### config.mk
export PLATFORM = sky130hd
export DESIGN_NAME = mem_arbiter
export DESIGN_NICKNAME = d
export VERILOG_FILES = /design/src/rtl/mem_arbiter.sv
export SDC_FILE = /design/constraint.sdc
export NUM_CORES = 1
export LEC_CHECK = 0
export ABC_CLOCK_PERIOD_IN_PS = 3450
export CAP_MARGIN = 10
export CORE_UTILIZATION = 45
export DETAILED_ROUTE_END_ITERATION = 10
export PLACE_DENSITY = 0.85
export SLEW_MARGIN = 25
export SYNTH_ARGS = -nofsm -noshare
export SYNTH_HDL_FRONTEND = slang
export SYNTH_SLANG_ARGS = --single-unit
### constraint.sdc
create_clock -name clk -period 3.45 [get_ports clk]
set_input_delay 0.69 -clock clk [delete_from_list [all_inputs] [get_ports clk]]
set_output_delay 0.69 -clock clk [all_outputs]
set_load 0.05 [all_outputs]
### src/rtl/mem_arbiter.sv
// Two-master arbiter (instruction fetch, data load/store) in front of one stalling memory.
// Data normally wins; a bounded starvation counter guarantees instruction progress.
module mem_arbiter #(
  parameter int unsigned STARVE_MAX = 4
) (
  input  logic        clk,
  input  logic        rst,
  input  logic        i_req,
  input  logic [15:0] i_addr,
  output logic [15:0] i_rdata,
  output logic        i_done,
  output logic        i_stall,
  input  logic        d_rd,
  input  logic        d_wr,
  input  logic [15:0] d_addr,
  input  logic [15:0] d_wdata,
  output logic [15:0] d_rdata,
  output logic        d_done,
  output logic        d_stall,
  output logic        m_rd,
  output logic        m_wr,
  output logic        m_dump,
  output logic [15:0] m_addr,
  output logic [15:0] m_wdata,
  input  logic [15:0] m_rdata,
  input  logic        m_done,
  input  logic        m_stall,
  input  logic        m_err,
  input  logic        halt,
  output logic        err
);

  typedef enum logic [1:0] {
    IDLE  = 2'd0,
    ISSUE = 2'd1,
    WAIT  = 2'd2
  } state_t;

  state_t      state_q, state_d;
  logic [2:0]  starve_q, starve_d;
  logic        own_data_q, own_data_d;
  logic        wr_q, wr_d;
  logic [15:0] addr_q, addr_d;
  logic [15:0] wdata_q, wdata_d;
  logic [15:0] i_rdata_q, i_rdata_d;
  logic [15:0] d_rdata_q, d_rdata_d;
  logic        m_rd_q, m_rd_d;
  logic        m_wr_q, m_wr_d;
  logic        m_dump_q, m_dump_d;
  logic        i_done_q, i_done_d;
  logic        d_done_q, d_done_d;
  logic        err_q, err_d;
  logic        dumped_q, dumped_d;

  logic        d_req_s, d_bad_s, d_ok_s, starved_s, grant_i_s, grant_d_s, complete_s;

  // A simultaneous read+write is illegal and never arbitrated.
  assign d_req_s   = d_rd | d_wr;
  assign d_bad_s   = d_rd & d_wr;
  assign d_ok_s    = d_req_s & ~d_bad_s;
  assign starved_s = (starve_q == 3'(STARVE_MAX));
  assign grant_i_s = i_req & (~d_ok_s | starved_s);
  assign grant_d_s = d_ok_s & ~grant_i_s;

  // Next-state, request latching and completion handling
  always_comb begin
    state_d    = state_q;
    starve_d   = starve_q;
    own_data_d = own_data_q;
    wr_d       = wr_q;
    addr_d     = addr_q;
    wdata_d    = wdata_q;
    i_rdata_d  = i_rdata_q;
    d_rdata_d  = d_rdata_q;
    m_rd_d     = m_rd_q;
    m_wr_d     = m_wr_q;
    m_dump_d   = 1'b0;
    i_done_d   = 1'b0;
    d_done_d   = 1'b0;
    err_d      = err_q;
    dumped_d   = dumped_q & halt;
    complete_s = 1'b0;

    case (state_q)
      IDLE: begin
        if (d_bad_s) begin
          err_d = 1'b1;
        end else begin
          err_d = err_q;
        end
        if (grant_i_s || grant_d_s) begin
          state_d    = ISSUE;
          own_data_d = grant_d_s;
          wr_d       = grant_d_s & d_wr;
          m_rd_d     = ~(grant_d_s & d_wr);
          m_wr_d     = grant_d_s & d_wr;
          if (grant_d_s) begin
            addr_d   = d_addr;
            wdata_d  = d_wdata;
            starve_d = (i_req && (starve_q != 3'd7)) ? starve_q + 3'd1 : starve_q;
          end else begin
            addr_d   = i_addr;
            wdata_d  = 16'h0000;
            starve_d = 3'd0;
          end
        end else if (halt && !i_req && !d_req_s && !dumped_q) begin
          m_dump_d = 1'b1;
          dumped_d = 1'b1;
        end else begin
          state_d = IDLE;
        end
      end
      ISSUE: begin
        if (m_err) begin
          err_d = 1'b1;
        end else begin
          err_d = err_q;
        end
        if (m_stall) begin
          state_d = ISSUE;
        end else if (m_done) begin
          complete_s = 1'b1;
        end else begin
          state_d = WAIT;
          m_rd_d  = 1'b0;
          m_wr_d  = 1'b0;
        end
      end
      WAIT: begin
        if (m_err) begin
          err_d = 1'b1;
        end else begin
          err_d = err_q;
        end
        if (m_done) begin
          complete_s = 1'b1;
        end else begin
          state_d = WAIT;
        end
      end
      default: begin
        state_d = IDLE;
        m_rd_d  = 1'b0;
        m_wr_d  = 1'b0;
      end
    endcase

    // Writes complete without touching the load data register.
    if (complete_s) begin
      state_d = IDLE;
      m_rd_d  = 1'b0;
      m_wr_d  = 1'b0;
      if (own_data_q) begin
        d_done_d = 1'b1;
        if (!wr_q) begin
          d_rdata_d = m_rdata;
        end else begin
          d_rdata_d = d_rdata_q;
        end
      end else begin
        i_done_d  = 1'b1;
        i_rdata_d = m_rdata;
      end
    end else begin
      i_done_d = 1'b0;
      d_done_d = 1'b0;
    end
  end

  // State and registered-output flops
  always_ff @(posedge clk or negedge rst) begin
    if (!rst) begin
      state_q    <= IDLE;
      starve_q   <= 3'd0;
      own_data_q <= 1'b0;
      wr_q       <= 1'b0;
      addr_q     <= 16'h0000;
      wdata_q    <= 16'h0000;
      i_rdata_q  <= 16'h0000;
      d_rdata_q  <= 16'h0000;
      m_rd_q     <= 1'b0;
      m_wr_q     <= 1'b0;
      m_dump_q   <= 1'b0;
      i_done_q   <= 1'b0;
      d_done_q   <= 1'b0;
      err_q      <= 1'b0;
      dumped_q   <= 1'b0;
    end else begin
      state_q    <= state_d;
      starve_q   <= starve_d;
      own_data_q <= own_data_d;
      wr_q       <= wr_d;
      addr_q     <= addr_d;
      wdata_q    <= wdata_d;
      i_rdata_q  <= i_rdata_d;
      d_rdata_q  <= d_rdata_d;
      m_rd_q     <= m_rd_d;
      m_wr_q     <= m_wr_d;
      m_dump_q   <= m_dump_d;
      i_done_q   <= i_done_d;
      d_done_q   <= d_done_d;
      err_q      <= err_d;
      dumped_q   <= dumped_d;
    end
  end

  assign i_rdata = i_rdata_q;
  assign i_done  = i_done_q;
  assign i_stall = i_req & ~i_done_q;
  assign d_rdata = d_rdata_q;
  assign d_done  = d_done_q;
  assign d_stall = d_req_s & ~d_done_q;
  assign m_rd    = m_rd_q;
  assign m_wr    = m_wr_q;
  assign m_dump  = m_dump_q;
  assign m_addr  = addr_q;
  assign m_wdata = wdata_q;
  assign err     = err_q;

endmodule

==> results.cfg, run 1 <==
[place]
gp_congestion = 0.802
io_buffers = 144
dp_hpwl_microns = 6020
placedCellCount = 479
pre_cts_ws_ns = 0.385

[run]
drv_cap = 0

[die]
coreArea_sq_um = 6980
die_w_microns = 88.0
rows = 30
dieArea_sq_um = 7740
start_util_pct = 47.6
die_h_microns = 88.0
io_pins = 145

[clock_network]
clock-sinks = 78
cts_tree = built
ctsResizeCount = 0
worstSkewPairLatency_ns = 0.34
clock_tree.root_cell = clkbuf_8
postCtsHoldBufs = 0
numCtsBuffers = 9
post_cts_buffers = 0
clk_pin_slew_ns = 0.08
h-tree-depth = 3
clockBufferDepth = 2

[finish]
final_util_pct = 72.7
diodes = 0
nNetsFinal = 476
syn_to_final_growth_pct = 52.7
drive_gt1_share_pct = 15.5
fill_cells = 504
regArea_sq_um = 1950
multi_input_area_sq_um = 1290
instances_no_fill = 495

[routing]
postRouteAntennaNets = 0
dr.pass1.iters = 4
initialDrtViolationCount = 103
drc_errors = 0
num_vias = 2511
post_drt_wl_per_cell_microns = 16.4
post_drt_via_cell_ratio = 5.07
postRouteWirelength_microns = 8130

[synth]
synth.avg_cell_area_sq_um = 13.5
syn-num-nets = 329
synth_edf_count = 0
synthArstFlopShare_pct = 100
yosysWarnings = 0
syn_area_sq_um = 3320
ys_seq_area_share_pct = 58.7
synth_seq_cells = 78
netlist_instances = 247
synth_cell_types = 39
synth_flop_cell = dfrtp_1

[pwr]
clkPwrFrac_pct = 14.0
swShare_pct = 46.8
p_sw_mw = 2.52
power_density_nw_per_um2 = 1060
intPower_mw = 2.86
total_leakage_power_nw = 2.32
ir_drop_mv = 0.697
p_seq_share_pct = 28.9
pwr-share-comb_pct = 57.1

[setup_path]
rr_startpoint = state_q[1]
end_kind = output pin
crit_start = d_wr
slowest_stage = clkdlybuf4s50_1
worstPathRequired_ns = 2.76
worst_path_most_repeated_cell = clkdlybuf4s50_1
cpPeakStageDelay_ns = 0.80
crit_arrival_ns = 2.37
crit_fanout = 4
path_cells = clkdlybuf4s50_1 -> inv_1 -> ha_1 -> nor2_1 -> clkdlybuf4s50_1
crit_type = in -> out
setup.worst_path.start_class = primary input

[global_route]
grt_max_degree = 79
grt_pass1_vias = 2691
grt_antenna_before_repair = 0
grt.overflow.total = 0
gr-usage-all-layers_pct = 22.4
grt_pass1_wl_microns = 12900

[sta]
skew_ns = 0.0107
holdWs_ns = 0.363
relSlewSlack_pct = 53.4
fmax_mhz = 326
setup_ws_ns = 0.385
grt_setup_unrepaired = false
final-setup-viol-count = 0
fin_setup_tns_ns = 0
slew_viol_final = 0
worstMarginPinSlew_ns = 0.698
finalCritPeriodShare_pct = 88.8
hold_violations = 0
fin_crit_ns = 3.06

[hold_path]
hold_class = in -> async

[status]
status = finished clean
==> routing by layer <==
metal / routed length (microns) / share of wire, % / track usage, %
met2: 4280 / 53 / 38.5
met3: 498 / 6.1 / 6.97
met4: 88 / 1.1 / 7.60
met5: 0 / 0 / 0
met1: 3260 / 40 / 26.5
==> state kept, by name, summed over array words and instances (netlist names), 2 cells and up <==
name	flops
d_rdata	16
i_rdata	16
m_wdata	16
m_addr	16
state_q	2
starve_q	3
==> synth_stat cells (all sizes together), types with 2 or more instances <==
cell	instances	area [sq um]
mux2i	17	170
a22o	18	158
o211ai	2	20.0
mux2	33	409
nor2b	2	20.0
buf	6	48.8
inv	8	30.0
nor2	6	32.5
ha	9	113
clkbuf	5	18.8
nand2	25	96.4
o22ai	2	12.5
dfrtp	78	1950
a21o	2	15.0
o21ai	18	90.1
==> worst max-delay path, delay by kind of cell <==
kind / cells / cell delay (ns)
buffers and inverters: 3 / 1.40
adder cells (fa/ha/maj): 1 / 0.19
AND/OR/NAND/NOR: 1 / 0.10
==> area by class of cell <==
type / count / share of cell area [%]
repair buffers: 147 / 28.9
clock buffers: 9 / 2.44
inverters: 8 / 0.592
multi-input cells: 150 / 25.3
flip-flops and latches: 78 / 38.5
well taps: 96 / 2.37
clock inverters: 7 / 1.92
==> cell usage in the layout (no fill, tap or decap), types with 2 or more instances in the layout <==
cell	instances
buf_4	3
a22o_1	18
nand2_1	24
o21ai_0	17
mux2i_1	17
nor2_1	4
ha_1	9
clkinv_2	2
bufinv_16	2
dfrtp_1	78
o22ai_1	2
clkdlybuf4s50_1	143
a21o_1	2
inv_1	8
mux2_2	23
clkbuf_8	9
mux2_4	10
==> power groups by stage <==
stage	logic [mW]	clock network (mW)	registers, mW
final	3.07	0.753	1.55
after global routing	3.21	0.812	1.60
after CTS	3.09	0.767	1.56
after detailed placement	3.08	0	1.56
after global placement	3.03	0	1.54
after floorplan	0.771	0	2.80
==> worst paths after layout <==
path,to,slack (ns),cells past startpoint
worst max-delay path,d_stall,0.39,5
worst min-delay path,m_addr[11],0.36,1
worst max register to register,i_rdata[15],1.40,6
worst min register to register,err,0.47,1
max in group asynchronous,m_addr[2],2.60,1
min in group clk,err,0.47,1
==> per-stage QoR <==
stage                     area [sq um]  power [mW]
after detailed placement          4850        4.64
after global placement            4850        4.57
final                             5070        5.37
after global routing              5070        5.62
after CTS                         5070        5.41
after floorplan                   3320        3.57
==> cell families (layout without fill, tap and decap cells) <==
| kind of cell | Yosys count | in the layout | share of synthesized area [%] |
|---|---|---|---|
| DFF | 78 | 78 | 58.7 |
| and+or+nand+nor | 41 | 41 | 6.47 |
| buffers and inverters | 19 | 171 | 2.94 |
| muxes | 50 | 50 | 17.4 |
| adders and majority gates | 9 | 9 | 3.39 |
| AOI/OAI and AO/OA | 50 | 50 | 11.1 |
Note: power is estimated with default switching activity, not from simulation.
==> run 2: changes to the inputs <==
--- a/config.mk
+++ b/config.mk
@@ -5,11 +5,11 @@
 export SDC_FILE = /design/constraint.sdc
 export NUM_CORES = 1
 export LEC_CHECK = 0
-export ABC_CLOCK_PERIOD_IN_PS = 3450
+export ABC_CLOCK_PERIOD_IN_PS = 2800
 export CAP_MARGIN = 10
-export CORE_UTILIZATION = 45
+export CORE_UTILIZATION = 38
 export DETAILED_ROUTE_END_ITERATION = 10
-export PLACE_DENSITY = 0.85
+export PLACE_DENSITY = 0.76
 export SLEW_MARGIN = 25
 export SYNTH_ARGS = -nofsm -noshare
 export SYNTH_HDL_FRONTEND = slang
==> constraint.sdc (replaced) <==
create_clock -name clk -period 2.8 [get_ports clk]
set_input_delay 0.56 -clock clk [delete_from_list [all_inputs] [get_ports clk]]
set_output_delay 0.56 -clock clk [all_outputs]
set_load 0.05 [all_outputs]
==> results.cfg, run 2 (synthesis results as in run 1) <==
[status]
status = finished clean

[finish]
layout_commonest_cell = clkdlybuf4s50_1
fill_cells = 671
final_util_pct = 61.5
mostFrequentLayoutCells = clkdlybuf4s50_1 (141), dfrtp_1 (78), nand2_1 (24), mux2_2 (23), a22o_1 (18)
nNetsFinal = 478
drive_gt1_share_pct = 15.8
diodes = 0
syn_to_final_growth_pct = 54.2

[routing]
postRouteWirelength_microns = 8000
postRouteAntennaNets = 0
dr.pass1.iters = 4
post_drt_via_cell_ratio = 4.89
num_vias = 2464
initialDrtViolationCount = 62
post_drt_wl_per_cell_microns = 15.9
drc_errors = 0

[sta]
holdWs_ns = 0.243
final-setup-viol-count = 0
setup_ws_ns = 0.529
fin_crit_ns = 2.27
grt_setup_unrepaired = false
fmax_mhz = 440
worstMarginPinSlew_ns = 0.708
fin_setup_tns_ns = 0
slew_viol_final = 0
finalCritPeriodShare_pct = 81.1
hold_violations = 0
relSlewSlack_pct = 52.8
skew_ns = 0.0135

[place]
io_buffers = 144
gp_congestion = 0.774
pre_cts_ws_ns = 0.228
dp_hpwl_microns = 5880

[setup_path]
reg2reg_depth = 7
crit_start = d_wr
crit_cells = 5
critical_path.top_delay_family = buffers and inverters
timing.rr.end = i_rdata[15]
crit_type = in -> out
r2r_slack_ns = 0.86
setup.worst_path.start_class = primary input
cpPeakStageDelay_ns = 0.54
crit_end = d_stall
rr_startpoint = state_q[1]
crit_arrival_ns = 1.71
cp_num_buf_inv = 3
crit_fanout = 4
worstPathRequired_ns = 2.24
slowest_stage = clkdlybuf4s50_1
end_kind = output pin
path_cells = clkdlybuf4s50_1 -> inv_1 -> ha_1 -> nor2_1 -> buf_12

[global_route]
grt_pass1_vias = 2638
gr-usage-all-layers_pct = 17.9
grt_antenna_before_repair = 0
grt.overflow.total = 0
grt_pass1_wl_microns = 12400
grt_max_degree = 79

[clock_network]
clockBufferDepth = 2
post_cts_buffers = 0
cts_tree = built
clock_tree.root_cell = clkbuf_8
h-tree-depth = 3
clk_pin_slew_ns = 0.08
worstSkewPairLatency_ns = 0.34
postCtsHoldBufs = 0
ctsResizeCount = 0
clock-sinks = 78
numCtsBuffers = 9

[pwr]
p_sw_mw = 3.05
swShare_pct = 46.1
p_seq_share_pct = 28.8
total_leakage_power_nw = 2.34
pwr-share-comb_pct = 57.9
intPower_mw = 3.56
ir_drop_mv = 0.811
power_density_nw_per_um2 = 1290
clkPwrFrac_pct = 13.3

[hold_path]
hold_class = in -> async

[die]
die_h_microns = 95.5
io_pins = 145
start_util_pct = 39.9
rows = 33
coreArea_sq_um = 8340
die_w_microns = 95.5
dieArea_sq_um = 9130

[run]
drv_cap = 0
-- run 2: changes by cell type in the layout (fill, tap and decap cells not counted) --
| cell | previous run | this run |
|---|---|---|
| inv_8 | 1 | 0 |
| clkbuf_1 | 0 | 1 |
| buf_12 | 0 | 4 |
| clkinvlp_4 | 1 | 0 |
| clkinv_2 | 2 | 1 |
| clkdlybuf4s50_1 | 143 | 141 |
-- run 2: worst min path at each step --
stage	startpoint	to	slack, ns	cells after the start
final	rst	m_addr[8]	0.24	1
after global routing	rst	m_addr[13]	0.31	1
after CTS	rst	m_addr[13]	0.41	1
after detailed placement	err	err	0.47	1
after global placement	err	err	0.46	1
after floorplan	rst	d_done	0.26	0
-- run 2: per-stage QoR --
step / total power [mW] / cells / instance area, sq um
6_report: 6.62 / 504 / 5130
5_1_grt: 6.94 / 504 / 5130
4_1_cts: 6.68 / 504 / 5120
3_5_place_dp: 5.77 / 490 / 4920
3_3_place_gp: 5.71 / 490 / 4920
2_1_floorplan: 4.40 / 247 / 3320
-- run 2: power groups by stage --
stage               clock network (mW)  logic (mW)  registers (mW)
global route                     0.945        4.03            1.97
global placement                     0        3.80            1.90
finish                           0.882        3.83            1.91
detailed placement                   0        3.85            1.92
CTS                              0.908        3.86            1.91
floorplan                            0       0.951            3.45
-- run 2: routing by layer --
layer | vias up | global-route usage, % | share of wire [%]
met1 | 1203 | 22.0 | 42
met4 | 0 | 6.22 | 1.6
met3 | 12 | 5.18 | 6.5
met5 | - | 0 | 0
met2 | 76 | 30.1 | 50
li1 | 1173 | - | -
-- run 2: cell type report --
cell class	count	area, sq um	share of cell area (%)
inverter	8	30.0	0.586
multi-input combinational	150	1290	25.1
sequential	78	1950	38.1
clock inverter	4	73.8	1.44
tap	105	131	2.56
clock buffer	10	128	2.49
timing repair buffer	149	1530	29.8
-- run 2: worst register-to-register path, delay by kind of cell (launching register included) --
family | cells | cell delay, ns
AOI/OAI and AO/OA | 1 | 0.14
adders and majority gates | 1 | 0.22
buffers and inverters | 2 | 0.36
DFF | 1 | 0.43
muxes | 1 | 0.38
and+or+nand+nor | 2 | 0.32
==> run 3: changes to the inputs <==
--- a/config.mk
+++ b/config.mk
@@ -5,11 +5,11 @@
 export SDC_FILE = /design/constraint.sdc
 export NUM_CORES = 1
 export LEC_CHECK = 0
-export ABC_CLOCK_PERIOD_IN_PS = 2800
+export ABC_CLOCK_PERIOD_IN_PS = 2400
 export CAP_MARGIN = 10
-export CORE_UTILIZATION = 38
+export CORE_UTILIZATION = 42
 export DETAILED_ROUTE_END_ITERATION = 10
-export PLACE_DENSITY = 0.76
+export PLACE_DENSITY = 0.8
 export SLEW_MARGIN = 25
 export SYNTH_ARGS = -nofsm -noshare
 export SYNTH_HDL_FRONTEND = slang
==> constraint.sdc (replaced) <==
create_clock -name clk -period 2.4 [get_ports clk]
set_input_delay 0.48 -clock clk [delete_from_list [all_inputs] [get_ports clk]]
set_output_delay 0.48 -clock clk [all_outputs]
set_load 0.05 [all_outputs]
==> results.cfg, run 3 (synthesis results as in run 1) <==
[status]
status = finished clean

[sta]
finalCritPeriodShare_pct = 89.2
slew_viol_final = 0
setup_ws_ns = 0.259
worstMarginPinSlew_ns = 0.719
grt_setup_unrepaired = false
relSlewSlack_pct = 52.0
hold_violations = 0
skew_ns = 0.0139
fin_setup_tns_ns = 0
fmax_mhz = 467
fin_crit_ns = 2.14
final-setup-viol-count = 0

[setup_path]
crit_arrival_ns = 1.66
crit_type = in -> out
r2r_slack_ns = 0.46
crit_fanout = 4
worstPathRequired_ns = 1.92
end_kind = output pin
setup.worst_path.start_class = primary input
reg2reg_depth = 6
rr_startpoint = state_q[1]
timing.rr.end = d_rdata[9]

[routing]
postRouteAntennaNets = 0
post_drt_wl_per_cell_microns = 16.3
postRouteWirelength_microns = 8230
dr.pass1.iters = 4
post_drt_via_cell_ratio = 4.91
num_vias = 2482
drc_errors = 0
initialDrtViolationCount = 92

[clock_network]
clockBufferDepth = 2
clk_pin_slew_ns = 0.09
numCtsBuffers = 9
cts_tree = built
h-tree-depth = 3
worstSkewPairLatency_ns = 0.34
ctsResizeCount = 0
clock-sinks = 78
clock_tree.root_cell = clkbuf_8
post_cts_buffers = 0
postCtsHoldBufs = 0

[global_route]
grt.overflow.total = 0
use_met3_pct = 7.12
gr-usage-all-layers_pct = 20.7
grt_pass1_wl_microns = 13200
grt_use_met2_pct = 34.7
grt_max_degree = 45
top_usage_layer = met2
grt_pass1_vias = 2681
grt_antenna_before_repair = 0
grtUsageMet1_pct = 24.3

[finish]
drive_gt1_share_pct = 16.6
layout_commonest_cell = clkdlybuf4s50_1
nNetsFinal = 481
mostFrequentLayoutCells = clkdlybuf4s50_1 (141), dfrtp_1 (78), nand2_1 (24), mux2_2 (23), a22o_1 (18)
diodes = 0
instances_no_fill = 506
syn_to_final_growth_pct = 55.8

[pwr]
power_density_nw_per_um2 = 1500
total_leakage_power_nw = 2.36
ir_drop_mv = 0.930
finalPower_mw = 7.77

[place]
io_buffers = 144
placedCellCount = 490
dp_hpwl_microns = 6060
gp_congestion = 0.883
pre_cts_ws_ns = 0.00921

[die]
dieArea_sq_um = 8280
coreArea_sq_um = 7690
io_pins = 145
die_h_microns = 91.0
start_util_pct = 43.2
rows = 32
die_w_microns = 91.0

[hold_path]
hold_class = in -> async

[run]
drv_cap = 0
==> run 3: cell count changes in the layout (fill, tap and decap cells not counted), sizes merged <==
cell / change
buf: +3
clkinvlp: +2
clkbuf: +1
clkinv: -1
==> run 3: critical path: stages <==
cell	delay (ns)
clkdlybuf4s50_1	0.53
inv_1	0.06
ha_1	0.19
nor2_1	0.22
buf_12	0.17
==> run 3: through the flow <==
step / cell area, sq um / utilization (%) / hold slack [ns]
finish: 5180 / 67.4 / 0.135
detailed placement: 4960 / 64.6 / 0.463
floorplan: 3320 / - / 0.184
CTS: 5180 / 67.4 / 0.140
global placement: 4960 / 64.6 / 0.461
global route: 5180 / 67.4 / 0.163
==> run 3: worst max path at each step <==
stage | start | end | slack, ns | cells after the start
after global placement | d_wr | m_wdata[1] | 0.07 | 6
after global routing | d_wr | d_stall | 0.20 | 5
after CTS | d_wr | d_stall | 0.26 | 5
final | d_wr | d_stall | 0.26 | 5
after detailed placement | d_wr | m_wdata[13] | 0.009 | 6
after floorplan | d_rd | d_stall | 0.56 | 3
==> run 3: metal layers <==
metal  wire (microns)  part of all wire, %
met3              682                  8.3
met5                0                    0
met4              151                  1.8
met2             4030                   49
met1             3360                   41
==> run 3: power breakdown <==
group	internal, mW	switching [mW]
Sequential	1.89	0.344
Clock	0.589	0.479
Combinational	1.70	2.77
==> run 3: cell type report <==
| type | instances | area (sq um) |
|---|---|---|
| Clock inverter | 5 | 83.8 |
| Multi-Input combinational cell | 150 | 1290 |
| Sequential cell | 78 | 1950 |
| Tap cell | 102 | 128 |
| Timing Repair Buffer | 152 | 1570 |
| Fill cell | 572 | 2510 |
| Clock buffer | 11 | 131 |
| Inverter | 8 | 30.0 |
==> edit 1: new RTL, config.mk and constraints of run 2 <==
The 3 states of `state_t` get a one-hot encoding in 3 bits.
--- a/src/rtl/mem_arbiter.sv
+++ b/src/rtl/mem_arbiter.sv
@@ -30,10 +30,10 @@
   output logic        err
 );
 
-  typedef enum logic [1:0] {
-    IDLE  = 2'd0,
-    ISSUE = 2'd1,
-    WAIT  = 2'd2
+  typedef enum logic [2:0] {
+    IDLE  = 3'b001,
+    ISSUE = 3'b010,
+    WAIT  = 3'b100
   } state_t;
 
   state_t      state_q, state_d;
Formal check against the unedited RTL: same outputs for any inputs over 10 cycles, from zero or initial values and one cycle with rst low; not proved beyond that.
==> edit 1 against run 2 <==
Combinational power down 3%. Sequential cell count up 1. Hold slack worse by 0.014 ns. Power down 2.0%. Area after synthesis down 2.3%. Global-route usage up 0.52 points. Routed wire length down 2.0%. Final area down 1.9%. Die area down 2.2%. Count of clock-buffer cells in the layout up 1. Cell count up 4.6%. Setup slack worse by 0.027 ns. Sequential share of layout area up 1.2 points.
==> edit 1: results (changes against run 2) <==
| Metric | Value |
|---|---|
| Vias/cell | 4.907 (was 4.889) |
| DR WL met3 | 379 um (was 518 um) |
| Ant. Diodes | 0 (unchanged) |
| Largest net degree at the start of global routing | 80 (was 79) |
| Max VDD drop | 0.6795 mV (was 0.8113 mV) |
| HPWL Detailed | 5.702 mm (was 5.875 mm) |
| Launch point of the worst reg-to-reg path | state_q[2] (was state_q[1]) |
| Crit path arrival time | 1.74 ns (was 1.71 ns) |
| Status | complete, no violations (unchanged) |
| Met2 GRT Util | 29.95% (was 30.06%) |
| Synth area leaders | dfrtp_1, mux2_2, a21oi_1 (was dfrtp_1, mux2_2, mux2i_1) |
| Final Wtd Congestion | 0.7500 (was 0.7743) |
| Top cells by count, synth | dfrtp_1, a21oi_1, mux2_2, nand2_1, nor2_1 (was dfrtp_1, nand2_1, mux2_2, a22o_1) |
| Leak | 2.227 nW (was 2.340 nW) |
| GR Util met3 | 3.704% (was 5.183%) |
| Post-CTS sizing | 0 (unchanged) |
| CP Max Fanout | 3 (was 4) |
| Met1 wire length | 3.304 mm (was 3.367 mm) |
| Post-layout nets | 495 (was 478) |
| Layout Skew | 0.007643 ns (was 0.01350 ns) |
| Vias in the first global route | 2659 (was 2638) |
| Unique masters post-synth | 34 (was 39) |
| Met1 GRT Util | 23.60% (was 22.01%) |
| Worst r2r path cells | 4 (was 7) |
| First-pass GRT wire length | 12.59 mm (was 12.40 mm) |
| Hold WS | 0.2291 ns (was 0.2433 ns) |
| Tot GR Track Use | 18.44% (was 17.92%) |
| Reg2reg end | d_rdata[10] (was i_rdata[15]) |
| Seq/Total Area, Yosys | 60.90% (was 58.71%) |
| Post-DR wirelength/cell | 14.89 um (was 15.88 um) |
| Worst-Margin Slew | 0.7018 ns (was 0.7077 ns) |
| H-tree levels | 3 (unchanged) |
| Slowest cell on the critical path | clkdlybuf4s50_1 (unchanged) |
| Fraction of final layout cells with drive strength greater than 1 | 14.93% (was 15.79%) |
| DR WL met2 | 3.990 mm (was 3.992 mm) |
==> edit 1: cell count changes in the layout (fill, tap and decap cells not counted), sizes merged, moves of 2 or more <==
cell / delta
a21oi: +37
clkinvlp: +2
buf: +3
o21ai: -10
nand2b: +2
o22ai: -2
nor2: +14
inv: -3
ha: -4
mux2i: -17
nor2b: +4
==> edit 1: power by group <==
part / switching (mW) / internal (mW) / total [mW]
logic: 2.36 / 1.36 / 3.72
clock network: 0.397 / 0.413 / 0.810
registers: 0.301 / 1.65 / 1.95
==> edit 1: cell families (layout without fill, tap and decap cells) <==
family | after synthesis | in the layout | synth area share [%]
flip-flops | 79 | 79 | 60.90
AND/OR/NAND/NOR | 66 | 66 | 10.48
adder cells (fa/ha/maj) | 5 | 5 | 1.926
AO/OA/AOI/OAI | 67 | 67 | 13.02
multiplexers | 32 | 32 | 11.09
buffers and inverters | 17 | 173 | 2.581
==> edit 1: worst max path at each step <==
| stage | to | from | depth (start not counted) |
|---|---|---|---|
| floorplan | d_stall | d_rd | 3 |
| global placement | d_rdata[6] | m_stall | 5 |
| detailed placement | d_rdata[15] | m_stall | 5 |
| CTS | d_stall | d_wr | 5 |
| global route | d_stall | d_wr | 5 |
| finish | d_stall | d_wr | 5 |
==> edit 1: cell type report <==
class,instances,area (um^2)
timing repair buffer,152,1523
multi-input combinational,170,1190
clock inverter,5,58.81
clock buffer,11,131.4
sequential,79,1978
tap,105,131.4
fill,695,3227
inverter,5,18.77
==> edit 1: metrics by stage <==
stage,worst slack (ns),area (um^2),utilization [%],instances
after floorplan,0.7894,3248,-,266
after global placement,0.3172,4837,58.58,511
after detailed placement,0.2716,4837,58.58,511
after CTS,0.4924,5027,60.88,527
after global routing,0.4638,5031,60.92,527
final,0.5012,5031,60.92,527
==> edit 2: new RTL, config.mk and constraints of run 2 <==
Made on the original files. Take the reset off `addr_q`, `wdata_q`, `i_rdata_q` and `d_rdata_q` and load them in a clocked block of their own.
--- a/src/rtl/mem_arbiter.sv
+++ b/src/rtl/mem_arbiter.sv
@@ -174,10 +174,6 @@
       starve_q   <= 3'd0;
       own_data_q <= 1'b0;
       wr_q       <= 1'b0;
-      addr_q     <= 16'h0000;
-      wdata_q    <= 16'h0000;
-      i_rdata_q  <= 16'h0000;
-      d_rdata_q  <= 16'h0000;
       m_rd_q     <= 1'b0;
       m_wr_q     <= 1'b0;
       m_dump_q   <= 1'b0;
@@ -190,10 +186,6 @@
       starve_q   <= starve_d;
       own_data_q <= own_data_d;
       wr_q       <= wr_d;
-      addr_q     <= addr_d;
-      wdata_q    <= wdata_d;
-      i_rdata_q  <= i_rdata_d;
-      d_rdata_q  <= d_rdata_d;
       m_rd_q     <= m_rd_d;
       m_wr_q     <= m_wr_d;
       m_dump_q   <= m_dump_d;
@@ -202,6 +194,13 @@
       err_q      <= err_d;
       dumped_q   <= dumped_d;
     end
+  end
+
+  always_ff @(posedge clk) begin
+    addr_q    <= addr_d;
+    wdata_q   <= wdata_d;
+    i_rdata_q <= i_rdata_d;
+    d_rdata_q <= d_rdata_d;
   end
 
   assign i_rdata = i_rdata_q;
Formal check against the unedited RTL: not equivalent (Yosys sat finds a counterexample within 4 cycles, from zero or initial values and one cycle with rst low).
==> edit 2 against run 2 <==
Routed wire length decreased by 13%. Setup slack got worse by 0.036 ns. Largest cell class unchanged. Via count decreased by 9.9%. Area after synthesis decreased by 9.7%. Critical path depth unchanged. Final area decreased by 6.2%. Sequential cell count unchanged.
Power is not compared: it rests on default switching activity, and its combinational part moved more than twofold at a synthesized area within 25%.
==> edit 2: results (changes against run 2) <==
| Metric | Value |
|---|---|
| Status | complete, no violations (unchanged) |
| Syn Area/Cell | 14.16 um^2 (was 13.46 um^2) |
| Final Wtd Congestion | 0.8395 (was 0.7743) |
| Via Count | 2220 (was 2464) |
| Fraction of final layout cells with drive strength greater than 1 | 6.989% (was 15.79%) |
| Largest net degree at the start of global routing | 35 (was 79) |
| Post-DR wirelength/cell | 14.66 um (was 15.88 um) |
| Syn_nets | 294 (was 329) |
| CP Max Fanout | 5 (was 4) |
| Worst r2r path cells | 6 (was 7) |
| Max_slew headroom | 56.31% (was 52.82%) |
| Top cells by count, synth | edfxtp_1, nand2_1, and3_1, dfrtp_1, inv_1 (was dfrtp_1, nand2_1, mux2_2, a22o_1) |
| Cells after DPL | 458 (was 490) |
| Unique masters post-synth | 32 (was 39) |
| Seq/Total Area, Yosys | 75.67% (was 58.71%) |
| Post-synth EDFFs | 64 (was 0) |
| Crit path arrival time | 1.75 ns (was 1.71 ns) |
| 1st-iter DRT viols | 106 (was 62) |
| Vias in the first global route | 2278 (was 2638) |
| Post-layout nets | 449 (was 478) |
| Asr flop ratio synth | 17.95% (was 100.0%) |
| Tot GR Track Use | 17.87% (was 17.92%) |
| Reg2reg end | i_rdata[12] (was i_rdata[15]) |
| First-pass GRT wire length | 11.05 mm (was 12.40 mm) |
| FILL cells | 587 (was 671) |
| HPWL Detailed | 5.226 mm (was 5.875 mm) |
==> edit 2: cell types whose count changed in the layout (fill, tap and decap cells not counted), sizes merged, moves of 13 or more <==
cell,change
a22o,-16
and3,+16
dfrtp,-64
edfxtp,+64
mux2,-32
mux2i,-17
nand2,+30
o21ai,-13
==> edit 2: critical path: cells and delay by family <==
family	cells	cell delay, ns
fa+ha+maj	1	0.21
buf+inv	3	0.78
simple gates	1	0.20
==> edit 2: kinds of logic (layout without fill, tap and decap cells) <==
family / count (synthesis) / in the layout / share of synthesized area, %
compound gates: 19 / 19 / 4.417
mux: 1 / 1 / 0.3750
flops: 78 / 78 / 75.67
fa+ha+maj: 9 / 9 / 3.750
buf+inv: 17 / 177 / 2.291
simple gates: 88 / 88 / 13.50
==> edit 2: layer usage <==
metal | track usage (%) | vias up | wire (um)
li1 | - | 1065 | -
met1 | 20.17 | 1043 | 2780
met2 | 30.74 | 92 | 3527
met3 | 4.798 | 20 | 398
met4 | 9.656 | 0 | 243
met5 | 0 | - | 0
==> edit 2: worst max path at each step <==
stage                       endpoint  slack, ns  cells past startpoint
final                        d_stall       0.49                      5
after detailed placement   m_addr[7]       0.30                      6
after CTS                    d_stall       0.48                      5
after floorplan           d_rdata[0]       0.25                      5
after global placement     m_addr[7]       0.34                      6
after global routing         d_stall       0.43                      5
==> edit 2: power breakdown <==
group | internal [mW] | total, mW | switching [mW] | leakage, nW
Combinational | 0.612 | 1.79 | 1.18 | 1.05
Clock | 0.409 | 0.793 | 0.384 | 0.0899
Sequential | 1.59 | 1.69 | 0.0947 | 0.780
Total | 2.61 | 4.27 | 1.66 | 1.92
==> edit 2: through the flow <==
step	cell area, um^2	power (mW)	utilization, %
2_1_floorplan	3003	2.854	-
3_3_place_gp	4618	3.486	60.07
3_5_place_dp	4618	3.513	60.07
4_1_cts	4808	4.306	62.55
5_1_grt	4808	4.464	62.55
6_report	4808	4.270	62.55
==> edit 2: area by class of cell <==
type / count / area share, %
Clock buffer: 10 / 2.654
Clock inverter: 6 / 1.301
Inverter: 10 / 0.7806
Multi-Input combinational cell: 117 / 13.87
Sequential cell: 78 / 47.25
Tap cell: 102 / 2.654
Timing Repair Buffer: 151 / 31.49
